**src/rtl/bus_slave_router_if.sv**
```systemverilog
// rtl/bus_slave_router_if.sv - upstream request/response and two-slave bus bundle for bus_slave_router
interface bus_slave_router_if;
  logic        i_bus_en;
  logic        i_wr_en;
  logic [31:0] i_wr_data;
  logic [31:0] i_addr;
  logic [3:0]  i_byte_en;
  logic        i_atomic;
  logic        i_id;
  logic        o_ack;
  logic [31:0] o_rd_data;
  logic        o_err;
  logic        o_atomic;
  logic        o_id;
  logic        o_s0_en;
  logic        o_s0_wr_en;
  logic [31:0] o_s0_wr_data;
  logic [31:0] o_s0_addr;
  logic [3:0]  o_s0_byte_en;
  logic        i_s0_ack;
  logic [31:0] i_s0_rd_data;
  logic        o_s1_en;
  logic        o_s1_wr_en;
  logic [31:0] o_s1_wr_data;
  logic [31:0] o_s1_addr;
  logic [3:0]  o_s1_byte_en;
  logic        i_s1_ack;
  logic [31:0] i_s1_rd_data;

  modport slave (
    input  i_bus_en, i_wr_en, i_wr_data, i_addr, i_byte_en, i_atomic, i_id,
    input  i_s0_ack, i_s0_rd_data, i_s1_ack, i_s1_rd_data,
    output o_ack, o_rd_data, o_err, o_atomic, o_id,
    output o_s0_en, o_s0_wr_en, o_s0_wr_data, o_s0_addr, o_s0_byte_en,
    output o_s1_en, o_s1_wr_en, o_s1_wr_data, o_s1_addr, o_s1_byte_en
  );

  modport master (
    output i_bus_en, i_wr_en, i_wr_data, i_addr, i_byte_en, i_atomic, i_id,
    output i_s0_ack, i_s0_rd_data, i_s1_ack, i_s1_rd_data,
    input  o_ack, o_rd_data, o_err, o_atomic, o_id,
    input  o_s0_en, o_s0_wr_en, o_s0_wr_data, o_s0_addr, o_s0_byte_en,
    input  o_s1_en, o_s1_wr_en, o_s1_wr_data, o_s1_addr, o_s1_byte_en
  );
endinterface

```
**src/rtl/bus_slave_router.sv**
```systemverilog
// rtl/bus_slave_router.sv - decodes one arbitrated request to memory or peripheral slave
// and returns a single-cycle ack, with error response for unmapped addresses and timeouts.
module bus_slave_router #(
  parameter logic [31:0] MEM_BASE = 32'h0000_0000,
  parameter logic [31:0] MEM_MASK = 32'hFFFF_0000,
  parameter logic [31:0] PER_BASE = 32'h8000_0000,
  parameter logic [31:0] PER_MASK = 32'hFFFF_F000,
  parameter int          TIMEOUT  = 16
) (
  input logic                 i_clk,
  input logic                 i_rst,
  bus_slave_router_if.slave   bus
);
  localparam int CW = $clog2(TIMEOUT) + 1;

  typedef enum logic [1:0] {IDLE, ACCESS, RESP, GAP} state_t;

  typedef struct packed {
    logic        en;
    logic        wr_en;
    logic [31:0] wr_data;
    logic [31:0] addr;
    logic [3:0]  byte_en;
  } slv_req_t;

  state_t        state_q;
  logic          sel_q;
  logic          wr_q;
  logic [CW-1:0] cnt_q;
  logic          ack_q;
  logic          err_q;
  logic [31:0]   rd_data_q;
  logic          atomic_q;
  logic          id_q;
  slv_req_t      s0_q;
  slv_req_t      s1_q;

  logic          mem_hit;
  logic          per_hit;
  logic          sel_ack;
  logic [31:0]   sel_rd_data;
  slv_req_t      req_in;

  assign mem_hit     = (bus.i_addr & MEM_MASK) == MEM_BASE;
  assign per_hit     = (bus.i_addr & PER_MASK) == PER_BASE;
  assign sel_ack     = sel_q ? bus.i_s1_ack : bus.i_s0_ack;
  assign sel_rd_data = sel_q ? bus.i_s1_rd_data : bus.i_s0_rd_data;
  assign req_in      = '{en: 1'b1, wr_en: bus.i_wr_en, wr_data: bus.i_wr_data,
                         addr: bus.i_addr, byte_en: bus.i_byte_en};

  always_ff @(posedge i_clk or posedge i_rst) begin
    if (i_rst) begin
      state_q   <= IDLE;
      sel_q     <= 1'b0;
      wr_q      <= 1'b0;
      cnt_q     <= '0;
      ack_q     <= 1'b0;
      err_q     <= 1'b0;
      rd_data_q <= '0;
      atomic_q  <= 1'b0;
      id_q      <= 1'b0;
      s0_q      <= '0;
      s1_q      <= '0;
    end else begin
      case (state_q)
        IDLE: begin
          if (bus.i_bus_en) begin
            wr_q  <= bus.i_wr_en;
            cnt_q <= '0;
            // Memory is checked first so it wins any overlap with the peripheral window.
            if (mem_hit) begin
              sel_q    <= 1'b0;
              s0_q     <= req_in;
              atomic_q <= bus.i_atomic;
              id_q     <= bus.i_id;
              state_q  <= ACCESS;
            end else if (per_hit) begin
              sel_q    <= 1'b1;
              s1_q     <= req_in;
              atomic_q <= bus.i_atomic;
              id_q     <= bus.i_id;
              state_q  <= ACCESS;
            end else begin
              ack_q     <= 1'b1;
              err_q     <= 1'b1;
              rd_data_q <= '0;
              state_q   <= RESP;
            end
          end
        end
        ACCESS: begin
          // A slave ack on the final counted cycle still beats the timeout.
          if (sel_ack || cnt_q == CW'(TIMEOUT)) begin
            ack_q     <= 1'b1;
            err_q     <= !sel_ack;
            rd_data_q <= (sel_ack && !wr_q) ? sel_rd_data : '0;
            s0_q      <= '0;
            s1_q      <= '0;
            atomic_q  <= 1'b0;
            id_q      <= 1'b0;
            state_q   <= RESP;
          end else begin
            cnt_q <= cnt_q + 1'b1;
          end
        end
        RESP: begin
          ack_q     <= 1'b0;
          err_q     <= 1'b0;
          rd_data_q <= '0;
          state_q   <= GAP;
        end
        GAP:     state_q <= IDLE;
        default: state_q <= IDLE;
      endcase
    end
  end

  assign bus.o_ack        = ack_q;
  assign bus.o_err        = err_q;
  assign bus.o_rd_data    = rd_data_q;
  assign bus.o_atomic     = atomic_q;
  assign bus.o_id         = id_q;
  assign bus.o_s0_en      = s0_q.en;
  assign bus.o_s0_wr_en   = s0_q.wr_en;
  assign bus.o_s0_wr_data = s0_q.wr_data;
  assign bus.o_s0_addr    = s0_q.addr;
  assign bus.o_s0_byte_en = s0_q.byte_en;
  assign bus.o_s1_en      = s1_q.en;
  assign bus.o_s1_wr_en   = s1_q.wr_en;
  assign bus.o_s1_wr_data = s1_q.wr_data;
  assign bus.o_s1_addr    = s1_q.addr;
  assign bus.o_s1_byte_en = s1_q.byte_en;
endmodule

```
**src/flat_wrapper.sv**
```systemverilog
// flat-port wrapper written by rule: the top's interface ports become plain ports
module bus_slave_router_flat 
#(
  parameter logic [31:0] MEM_BASE = 32'h0000_0000,
  parameter logic [31:0] MEM_MASK = 32'hFFFF_0000,
  parameter logic [31:0] PER_BASE = 32'h8000_0000,
  parameter logic [31:0] PER_MASK = 32'hFFFF_F000,
  parameter int          TIMEOUT  = 16
)
  (i_clk, i_rst, bus_i_bus_en, bus_i_wr_en, bus_i_wr_data, bus_i_addr, bus_i_byte_en, bus_i_atomic, bus_i_id, bus_i_s0_ack, bus_i_s0_rd_data, bus_i_s1_ack, bus_i_s1_rd_data, bus_o_ack, bus_o_rd_data, bus_o_err, bus_o_atomic, bus_o_id, bus_o_s0_en, bus_o_s0_wr_en, bus_o_s0_wr_data, bus_o_s0_addr, bus_o_s0_byte_en, bus_o_s1_en, bus_o_s1_wr_en, bus_o_s1_wr_data, bus_o_s1_addr, bus_o_s1_byte_en);
  bus_slave_router_if bus_i ();
  input logic i_clk;
  input logic i_rst;
  input wire logic [$bits(bus_i.i_bus_en)-1:0] bus_i_bus_en;
  input wire logic [$bits(bus_i.i_wr_en)-1:0] bus_i_wr_en;
  input wire logic [$bits(bus_i.i_wr_data)-1:0] bus_i_wr_data;
  input wire logic [$bits(bus_i.i_addr)-1:0] bus_i_addr;
  input wire logic [$bits(bus_i.i_byte_en)-1:0] bus_i_byte_en;
  input wire logic [$bits(bus_i.i_atomic)-1:0] bus_i_atomic;
  input wire logic [$bits(bus_i.i_id)-1:0] bus_i_id;
  input wire logic [$bits(bus_i.i_s0_ack)-1:0] bus_i_s0_ack;
  input wire logic [$bits(bus_i.i_s0_rd_data)-1:0] bus_i_s0_rd_data;
  input wire logic [$bits(bus_i.i_s1_ack)-1:0] bus_i_s1_ack;
  input wire logic [$bits(bus_i.i_s1_rd_data)-1:0] bus_i_s1_rd_data;
  output wire logic [$bits(bus_i.o_ack)-1:0] bus_o_ack;
  output wire logic [$bits(bus_i.o_rd_data)-1:0] bus_o_rd_data;
  output wire logic [$bits(bus_i.o_err)-1:0] bus_o_err;
  output wire logic [$bits(bus_i.o_atomic)-1:0] bus_o_atomic;
  output wire logic [$bits(bus_i.o_id)-1:0] bus_o_id;
  output wire logic [$bits(bus_i.o_s0_en)-1:0] bus_o_s0_en;
  output wire logic [$bits(bus_i.o_s0_wr_en)-1:0] bus_o_s0_wr_en;
  output wire logic [$bits(bus_i.o_s0_wr_data)-1:0] bus_o_s0_wr_data;
  output wire logic [$bits(bus_i.o_s0_addr)-1:0] bus_o_s0_addr;
  output wire logic [$bits(bus_i.o_s0_byte_en)-1:0] bus_o_s0_byte_en;
  output wire logic [$bits(bus_i.o_s1_en)-1:0] bus_o_s1_en;
  output wire logic [$bits(bus_i.o_s1_wr_en)-1:0] bus_o_s1_wr_en;
  output wire logic [$bits(bus_i.o_s1_wr_data)-1:0] bus_o_s1_wr_data;
  output wire logic [$bits(bus_i.o_s1_addr)-1:0] bus_o_s1_addr;
  output wire logic [$bits(bus_i.o_s1_byte_en)-1:0] bus_o_s1_byte_en;
  assign bus_i.i_bus_en = bus_i_bus_en;
  assign bus_i.i_wr_en = bus_i_wr_en;
  assign bus_i.i_wr_data = bus_i_wr_data;
  assign bus_i.i_addr = bus_i_addr;
  assign bus_i.i_byte_en = bus_i_byte_en;
  assign bus_i.i_atomic = bus_i_atomic;
  assign bus_i.i_id = bus_i_id;
  assign bus_i.i_s0_ack = bus_i_s0_ack;
  assign bus_i.i_s0_rd_data = bus_i_s0_rd_data;
  assign bus_i.i_s1_ack = bus_i_s1_ack;
  assign bus_i.i_s1_rd_data = bus_i_s1_rd_data;
  assign bus_o_ack = bus_i.o_ack;
  assign bus_o_rd_data = bus_i.o_rd_data;
  assign bus_o_err = bus_i.o_err;
  assign bus_o_atomic = bus_i.o_atomic;
  assign bus_o_id = bus_i.o_id;
  assign bus_o_s0_en = bus_i.o_s0_en;
  assign bus_o_s0_wr_en = bus_i.o_s0_wr_en;
  assign bus_o_s0_wr_data = bus_i.o_s0_wr_data;
  assign bus_o_s0_addr = bus_i.o_s0_addr;
  assign bus_o_s0_byte_en = bus_i.o_s0_byte_en;
  assign bus_o_s1_en = bus_i.o_s1_en;
  assign bus_o_s1_wr_en = bus_i.o_s1_wr_en;
  assign bus_o_s1_wr_data = bus_i.o_s1_wr_data;
  assign bus_o_s1_addr = bus_i.o_s1_addr;
  assign bus_o_s1_byte_en = bus_i.o_s1_byte_en;
  bus_slave_router #(.MEM_BASE(MEM_BASE), .MEM_MASK(MEM_MASK), .PER_BASE(PER_BASE), .PER_MASK(PER_MASK), .TIMEOUT(TIMEOUT)) u_core (.i_clk(i_clk), .i_rst(i_rst), .bus(bus_i));
endmodule
```
**config.mk**
```make
export PLATFORM = sky130hd
export DESIGN_NAME = bus_slave_router_flat
export DESIGN_NICKNAME = d
export VERILOG_FILES = /design/src/rtl/bus_slave_router_if.sv /design/src/rtl/bus_slave_router.sv /design/src/flat_wrapper.sv
export SDC_FILE = /design/constraint.sdc
export NUM_CORES = 1
export LEC_CHECK = 0
export CORE_MARGIN = 2
export CORE_UTILIZATION = 44
export DETAILED_ROUTE_END_ITERATION = 6
export GPL_TIMING_DRIVEN = 0
export PLACE_DENSITY = 0.8
export SLEW_MARGIN = 5
export SYNTH_ARGS = -nofsm -noshare
export SYNTH_HDL_FRONTEND = slang
export SYNTH_SLANG_ARGS = --single-unit
```
**constraint.sdc**
```tcl
create_clock -name i_clk -period 7 [get_ports i_clk]
set_input_delay 1.05 -clock i_clk [delete_from_list [all_inputs] [get_ports i_clk]]
set_output_delay 1.05 -clock i_clk [all_outputs]
set_load 0.005 [all_outputs]
```
==> impl_metrics.toml, run 1 <==
[outcome]
status = "finished with violations"
violations = "DRC"

[layout]
final_cells = 1291
antennaDiodeCount = 0
fin_area_um2 = 12200
drive_gt1_share_pct = 9.60
areaGrowthSynthToFinish_pct = 50.3
nets = 1196

[routing]
drt_iter0_markers = 397
top_layer = "met4"
first_pass_iters = 7
vias_per_cell = 5.07
drt-met1-wl_um = 9940
drcViolationCount = 18
wl_um = 23500
ant_nets = 0
wl_per_cell_um = 18.2
dr_total_vias = 6539
wl_met2_um = 11100
dr_wl_met3_um = 1610

[synth]
muxShareOfSynthArea_pct = 22.3
synth_top_family_by_area = "multiplexers"
synth_seq_cells = 185
synth_compound_area_share_pct = 2.01
synth_nets = 861
synth.distinct_cells = 36
ys_warn_count = 0
synthAdderAreaFrac_pct = 1.07
yosys.area_share.simple_pct = 14.1
ys_top_cells_by_count = "dfrtp_1, nand2_1, mux2i_1"
syn_inst = 714
synth_ff_type = "dfrtp_1"
synth-async-reset-ratio_pct = 100
synth_top_cell_by_area = "dfrtp_1"
synth_edf_count = 0
synth_area_um2 = 8150
synth_xor_xnor_area_share_pct = 0.107
avgSynthCellArea_um2 = 11.4
synth.most_common_cell = "dfrtp_1"
yosys-top-cells-area = "dfrtp_1, mux2i_1, nand2_1"
synth-seq-area-share_pct = 56.8
synth_top_area_share_pct = 56.8

[place]
placedCellCount = 1259
dpl.hpwl_um = 17100
placed_area_um2 = 11600
place.gp.congestion = 0.820
placement.io_buffers = 315

[clocking]
cts-buffers-inserted = 17
clock_latency_ns = 0.43
cts_tree = "yes"
postCtsHoldBufs = 0
clk_pin_slew_ns = 0.07
cts_buffer_depth = 2
cts_sinks = 185
h-tree-depth = 4
postCtsResizedCells = 0
cts-root-buf = "clkbuf_16"
cts_setup_buffers = 0

[global_routing]
grt_max_degree = 94
antenna_found_initial = 0
overflow = 0
gr-usage-all-layers_pct = 24.3
grt_pass1_wl_um = 37400
grt_pass1_vias = 6900

[setup_path]
path_class = "in -> reg"
cpPeakStageDelay_ns = 0.54
worst_setup_path_end_kind = "flip-flop"
startpoint_type = "input port"
cpMaxStageDelayCell = "clkdlybuf4s50_1"
critPathMaxFanout = 10
path_cells = "clkdlybuf4s50_1 -> mux2i_1 -> a31oi_1 -> nand3_1 -> buf_2 -> buf_2 -> mux2i_1"
arrival_ns = 3.17
critPathRequiredTime_ns = 7.34

[power]
sw_frac_of_total_pct = 28.9
switching_power_w = 0.000813
p_leak_nw = 6.23
peakVddDrop_uv = 180
pwr-share-seq_pct = 40.5
p_int_w = 0.00200
clockPowerShare_pct = 36.3
p_per_area_nw_per_um2 = 230
p_comb_share_pct = 23.2

[flow_run]
cap_violations = 0

[sta]
tightest_slew_ns = 0.749
rsz0062_at_grt = "false"
min_period_over_period_pct = 40.5
hold_ws_ns = 0.506
skew_ns = 0.0121
setup-violations-final = 0
relSlewSlack_pct = 50.1
finalHoldViolCount = 0
fin_crit_ns = 2.84
clock.fmax_mhz = 353
slew_violations = 0

[die]
num_rows = 49
die_x_um = 140
initial_core_util_pct = 45.1
io_pins = 316
die_height_um = 140
die-area_um2 = 19600
core_area_um2 = 18100

[min_path]
hold_class = "reg -> reg"
==> flip-flops by register name, summed over array words and instances (netlist names) <==
signal	flops
u_core.bus.o_id	1
u_core.bus.o_s0_en	1
u_core.bus.o_s1_en	1
u_core.bus.o_err	1
u_core.bus.o_s0_addr	32
u_core.bus.o_s1_wr_data	32
u_core.sel_q	1
u_core.bus.o_s1_wr_en	1
u_core.bus.o_s1_addr	32
u_core.bus.o_rd_data	32
u_core.bus.o_atomic	1
u_core.cnt_q	5
u_core.bus.o_s0_wr_data	32
u_core.bus.o_ack	1
u_core.bus.o_s0_wr_en	1
u_core.bus.o_s0_byte_en	4
u_core.wr_q	1
u_core.bus.o_s1_byte_en	4
u_core.state_q	2
==> power by group through the flow <==
stage	clock network (W)	logic (W)	registers, W
finish	0.00102	0.000654	0.00114
CTS	0.00103	0.000663	0.00114
floorplan	0	0.000384	0.00116
global placement	0	0.000647	0.00116
global route	0.00109	0.000717	0.00114
detailed placement	0	0.000659	0.00116
==> cell usage in the layout, fill, tap and decap left out, types with 2 or more instances in the layout <==
| master | count |
|---|---|
| a21oi_1 | 2 |
| a31oi_1 | 4 |
| a41oi_1 | 2 |
| and2_1 | 3 |
| and3_1 | 36 |
| buf_2 | 24 |
| buf_4 | 5 |
| buf_6 | 3 |
| bufinv_16 | 3 |
| clkbuf_1 | 23 |
| clkbuf_16 | 17 |
| clkbuf_8 | 2 |
| clkdlybuf4s50_1 | 315 |
| clkinv_4 | 3 |
| dfrtp_1 | 185 |
| ha_1 | 7 |
| inv_1 | 6 |
| inv_6 | 3 |
| inv_8 | 2 |
| mux2_2 | 34 |
| mux2i_1 | 143 |
| nand2_1 | 166 |
| nand2b_1 | 2 |
| nand3_1 | 5 |
| nand4_1 | 4 |
| nor2_1 | 35 |
| nor2b_1 | 2 |
| nor4_1 | 4 |
| o21ai_0 | 6 |
==> critical path: cells and delay by family <==
kind,cells,cell delay [ns]
buf+inv,3,1.17
mux,2,0.70
compound gates,1,0.13
simple gates,1,0.11
==> layer usage <==
| metal | track usage (%) | vias to the layer above |
|---|---|---|
| met5 | 0 | - |
| met4 | 10.2 | 0 |
| met1 | 30.7 | 3173 |
| met3 | 6.46 | 54 |
| li1 | - | 3078 |
| met2 | 40.0 | 234 |
==> kinds of logic after synthesis <==
logic type | after synthesis
mux | 177
xor+xnor | 1
flops | 185
simple gates | 261
compound gates | 22
fa+ha+maj | 7
buf+inv | 61
==> metrics by stage <==
stage | util, % | TNS (ns) | worst slack, ns | total power [W]
after global routing | 67.7 | 0 | 4.07 | 0.00295
final | 67.7 | 0 | 4.16 | 0.00281
after floorplan | - | 0 | 0.921 | 0.00154
after detailed placement | 64.3 | 0 | 3.78 | 0.00182
after CTS | 67.7 | 0 | 4.16 | 0.00283
after global placement | 64.1 | -300.55 | -1.63 | 0.00180
==> final timing paths <==
| path | slack [ns] | end | start | cells past startpoint |
|---|---|---|---|---|
| hold / removal | 0.51 | u_core.bus.o_rd_data[7]$_DFFE_PP0P_ | u_core.bus.o_rd_data[7]$_DFFE_PP0P_ | 1 |
| setup reg to reg | 4.42 | u_core.bus.o_s1_wr_data[13]$_DFFE_PP0P_ | u_core.state_q[1]$_DFFE_PP0P_ | 9 |
| min in group asynchronous | 1.14 | u_core.bus.o_s0_wr_data[24]$_DFFE_PP0P_ | i_rst | 2 |
| max in group asynchronous | 4.96 | u_core.bus.o_s0_addr[10]$_DFFE_PP0P_ | i_rst | 3 |
| setup / recovery | 4.16 | u_core.bus.o_s1_wr_data[13]$_DFFE_PP0P_ | bus_i_bus_en | 7 |
| hold reg to reg | 0.51 | u_core.bus.o_rd_data[7]$_DFFE_PP0P_ | u_core.bus.o_rd_data[7]$_DFFE_PP0P_ | 1 |
==> cell type report <==
| cell class | instances | area [um2] |
|---|---|---|
| fillers | 1349 | 5840 |
| flip-flops and latches | 185 | 4630 |
| multi-input cells | 468 | 3220 |
| repair buffers | 316 | 3180 |
| clock buffers | 21 | 460 |
| well taps | 229 | 287 |
| plain buffers | 53 | 270 |
| clock inverters | 11 | 161 |
| inverters | 8 | 37.5 |
Note: power is estimated with default switching activity, not from simulation.
==> run 2, diff against run 1 <==
clock period = 2.7 ns   (was 7 ns; I/O delays follow)
==> impl_metrics.toml, run 2 (same netlist as run 1, synthesis figures left out) <==
[sta]
skew_ns = 0.00892
setup_slack_ns = 0.194
rsz0062_at_grt = "false"
finalHoldViolCount = 0
clock.fmax_mhz = 399
fin_crit_ns = 2.51
setup-violations-final = 0
min_period_over_period_pct = 92.8
relSlewSlack_pct = 51.3
slew_violations = 0
tightest_slew_ns = 0.731

[global_routing]
gr-usage-all-layers_pct = 24.5
grt_pass1_wl_um = 37800
overflow = 0
grt_max_degree = 41
grt_pass1_vias = 6826
antenna_found_initial = 0

[routing]
first_pass_iters = 7
wl_um = 23700
drcViolationCount = 19
drt_iter0_markers = 302
dr_total_vias = 6524
wl_per_cell_um = 18.3
ant_nets = 0
vias_per_cell = 5.04

[flow_run]
cap_violations = 0

[die]
io_pins = 316
die_x_um = 140
initial_core_util_pct = 45.1
core_area_um2 = 18100
die_height_um = 140
die-area_um2 = 19600
num_rows = 49

[power]
peakVddDrop_uv = 419
p_per_area_nw_per_um2 = 578
total_power_w = 0.00709
p_leak_nw = 6.24

[setup_path]
cpMaxStageDelayCell = "mux2i_1"
reg2reg_depth = 9
path_buf_inv = 4
worst_setup_path_end_kind = "flip-flop"
reg2reg_slack_ns = 0.19
worst_path_most_repeated_cell = "buf_2"
cp_top_family = "buffers and inverters"
r2r_start = "u_core.state_q[1]$_DFFE_PP0P_"
cpPeakStageDelay_ns = 0.41
arrival_ns = 2.85
critPathRequiredTime_ns = 3.04
path_class = "reg -> reg"
startpoint_type = "flip-flop"
r2r_end = "u_core.bus.o_s0_addr[8]$_DFFE_PP0P_"
path_cells = "inv_1 -> ha_1 -> buf_2 -> mux2i_1 -> a31oi_1 -> nand3_1 -> buf_2 -> buf_2 -> mux2i_1"
critPathMaxFanout = 10

[clocking]
clock_latency_ns = 0.43
cts_setup_buffers = 0
cts_tree = "yes"
clk_pin_slew_ns = 0.07
cts-buffers-inserted = 17
postCtsHoldBufs = 0
cts_sinks = 185
postCtsResizedCells = 0
cts_buffer_depth = 2
cts-root-buf = "clkbuf_16"
h-tree-depth = 4

[layout]
final_cells = 1295
antennaDiodeCount = 0
layout_commonest_cell = "clkdlybuf4s50_1"
drive_gt1_share_pct = 10.1
layout.cells.most_common_list = "clkdlybuf4s50_1, dfrtp_1, nand2_1"
areaGrowthSynthToFinish_pct = 50.4
nets = 1200
fin_area_um2 = 12300

[min_path]
hold_class = "in -> async"

[place]
place.gp.congestion = 0.802
placedCellCount = 1263
placed_area_um2 = 11700
pre_cts_slack_ns = 0.130
placement.io_buffers = 315
dpl.hpwl_um = 17700

[outcome]
status = "finished with violations"
violations = "DRC"
-- run 2: worst register-to-register path, cell delays in order (launching register included) --
cell and delay [ns]:
dfrtp_1 0.40, inv_1 0.13, ha_1 0.15, buf_2 0.22, mux2i_1 0.42, a31oi_1 0.13, nand3_1 0.13, buf_2 0.24
buf_2 0.35, mux2i_1 0.25
-- run 2: report_power, final --
group          switching, W  total [W]  internal [W]
clock network       0.00118    0.00243       0.00125
registers         0.0000703    0.00295       0.00288
logic              0.000927    0.00171      0.000781
-- run 2: stage by stage --
stage	utilization, %	TNS [ns]	hold slack, ns
2_1_floorplan	-	-15.45	0.473
3_3_place_gp	64.1	-304.20	0.489
3_5_place_dp	64.7	0	0.495
4_1_cts	67.8	0	0.365
5_1_grt	67.8	0	0.380
6_report	67.8	0	0.363
-- run 2: worst max-delay path by stage --
stage,start,end,slack (ns),cells past startpoint
floorplan,i_rst,u_core.bus.o_ack$_DFFE_PP0P_,-0.08,1
global placement,i_rst,u_core.bus.o_s0_wr_data[18]$_DFFE_PP0P_,-1.66,2
detailed placement,bus_i_s1_ack,u_core.bus.o_s0_addr[14]$_DFFE_PP0P_,0.13,9
CTS,u_core.state_q[1]$_DFFE_PP0P_,u_core.bus.o_s0_addr[7]$_DFFE_PP0P_,0.18,9
global route,u_core.state_q[1]$_DFFE_PP0P_,u_core.bus.o_s0_addr[7]$_DFFE_PP0P_,0.002,9
finish,u_core.state_q[1]$_DFFE_PP0P_,u_core.bus.o_s0_addr[8]$_DFFE_PP0P_,0.19,9
-- run 2: area by class of cell --
class                           count  area, um2
Timing Repair Buffer              320       3250
Tap cell                          229        287
Fill cell                        1373       5830
Buffer                             53        270
Clock inverter                     14        125
Multi-Input combinational cell    468       3220
Inverter                            8       33.8
Sequential cell                   185       4630
Clock buffer                       18        439
-- run 2: routing by layer --
layer,share of wire [%],vias up,track usage [%]
met5,0,-,0
met2,48,210,40.8
li1,-,3092,-
met3,7.7,32,7.38
met4,1.8,0,7.28
met1,42,3190,31.1
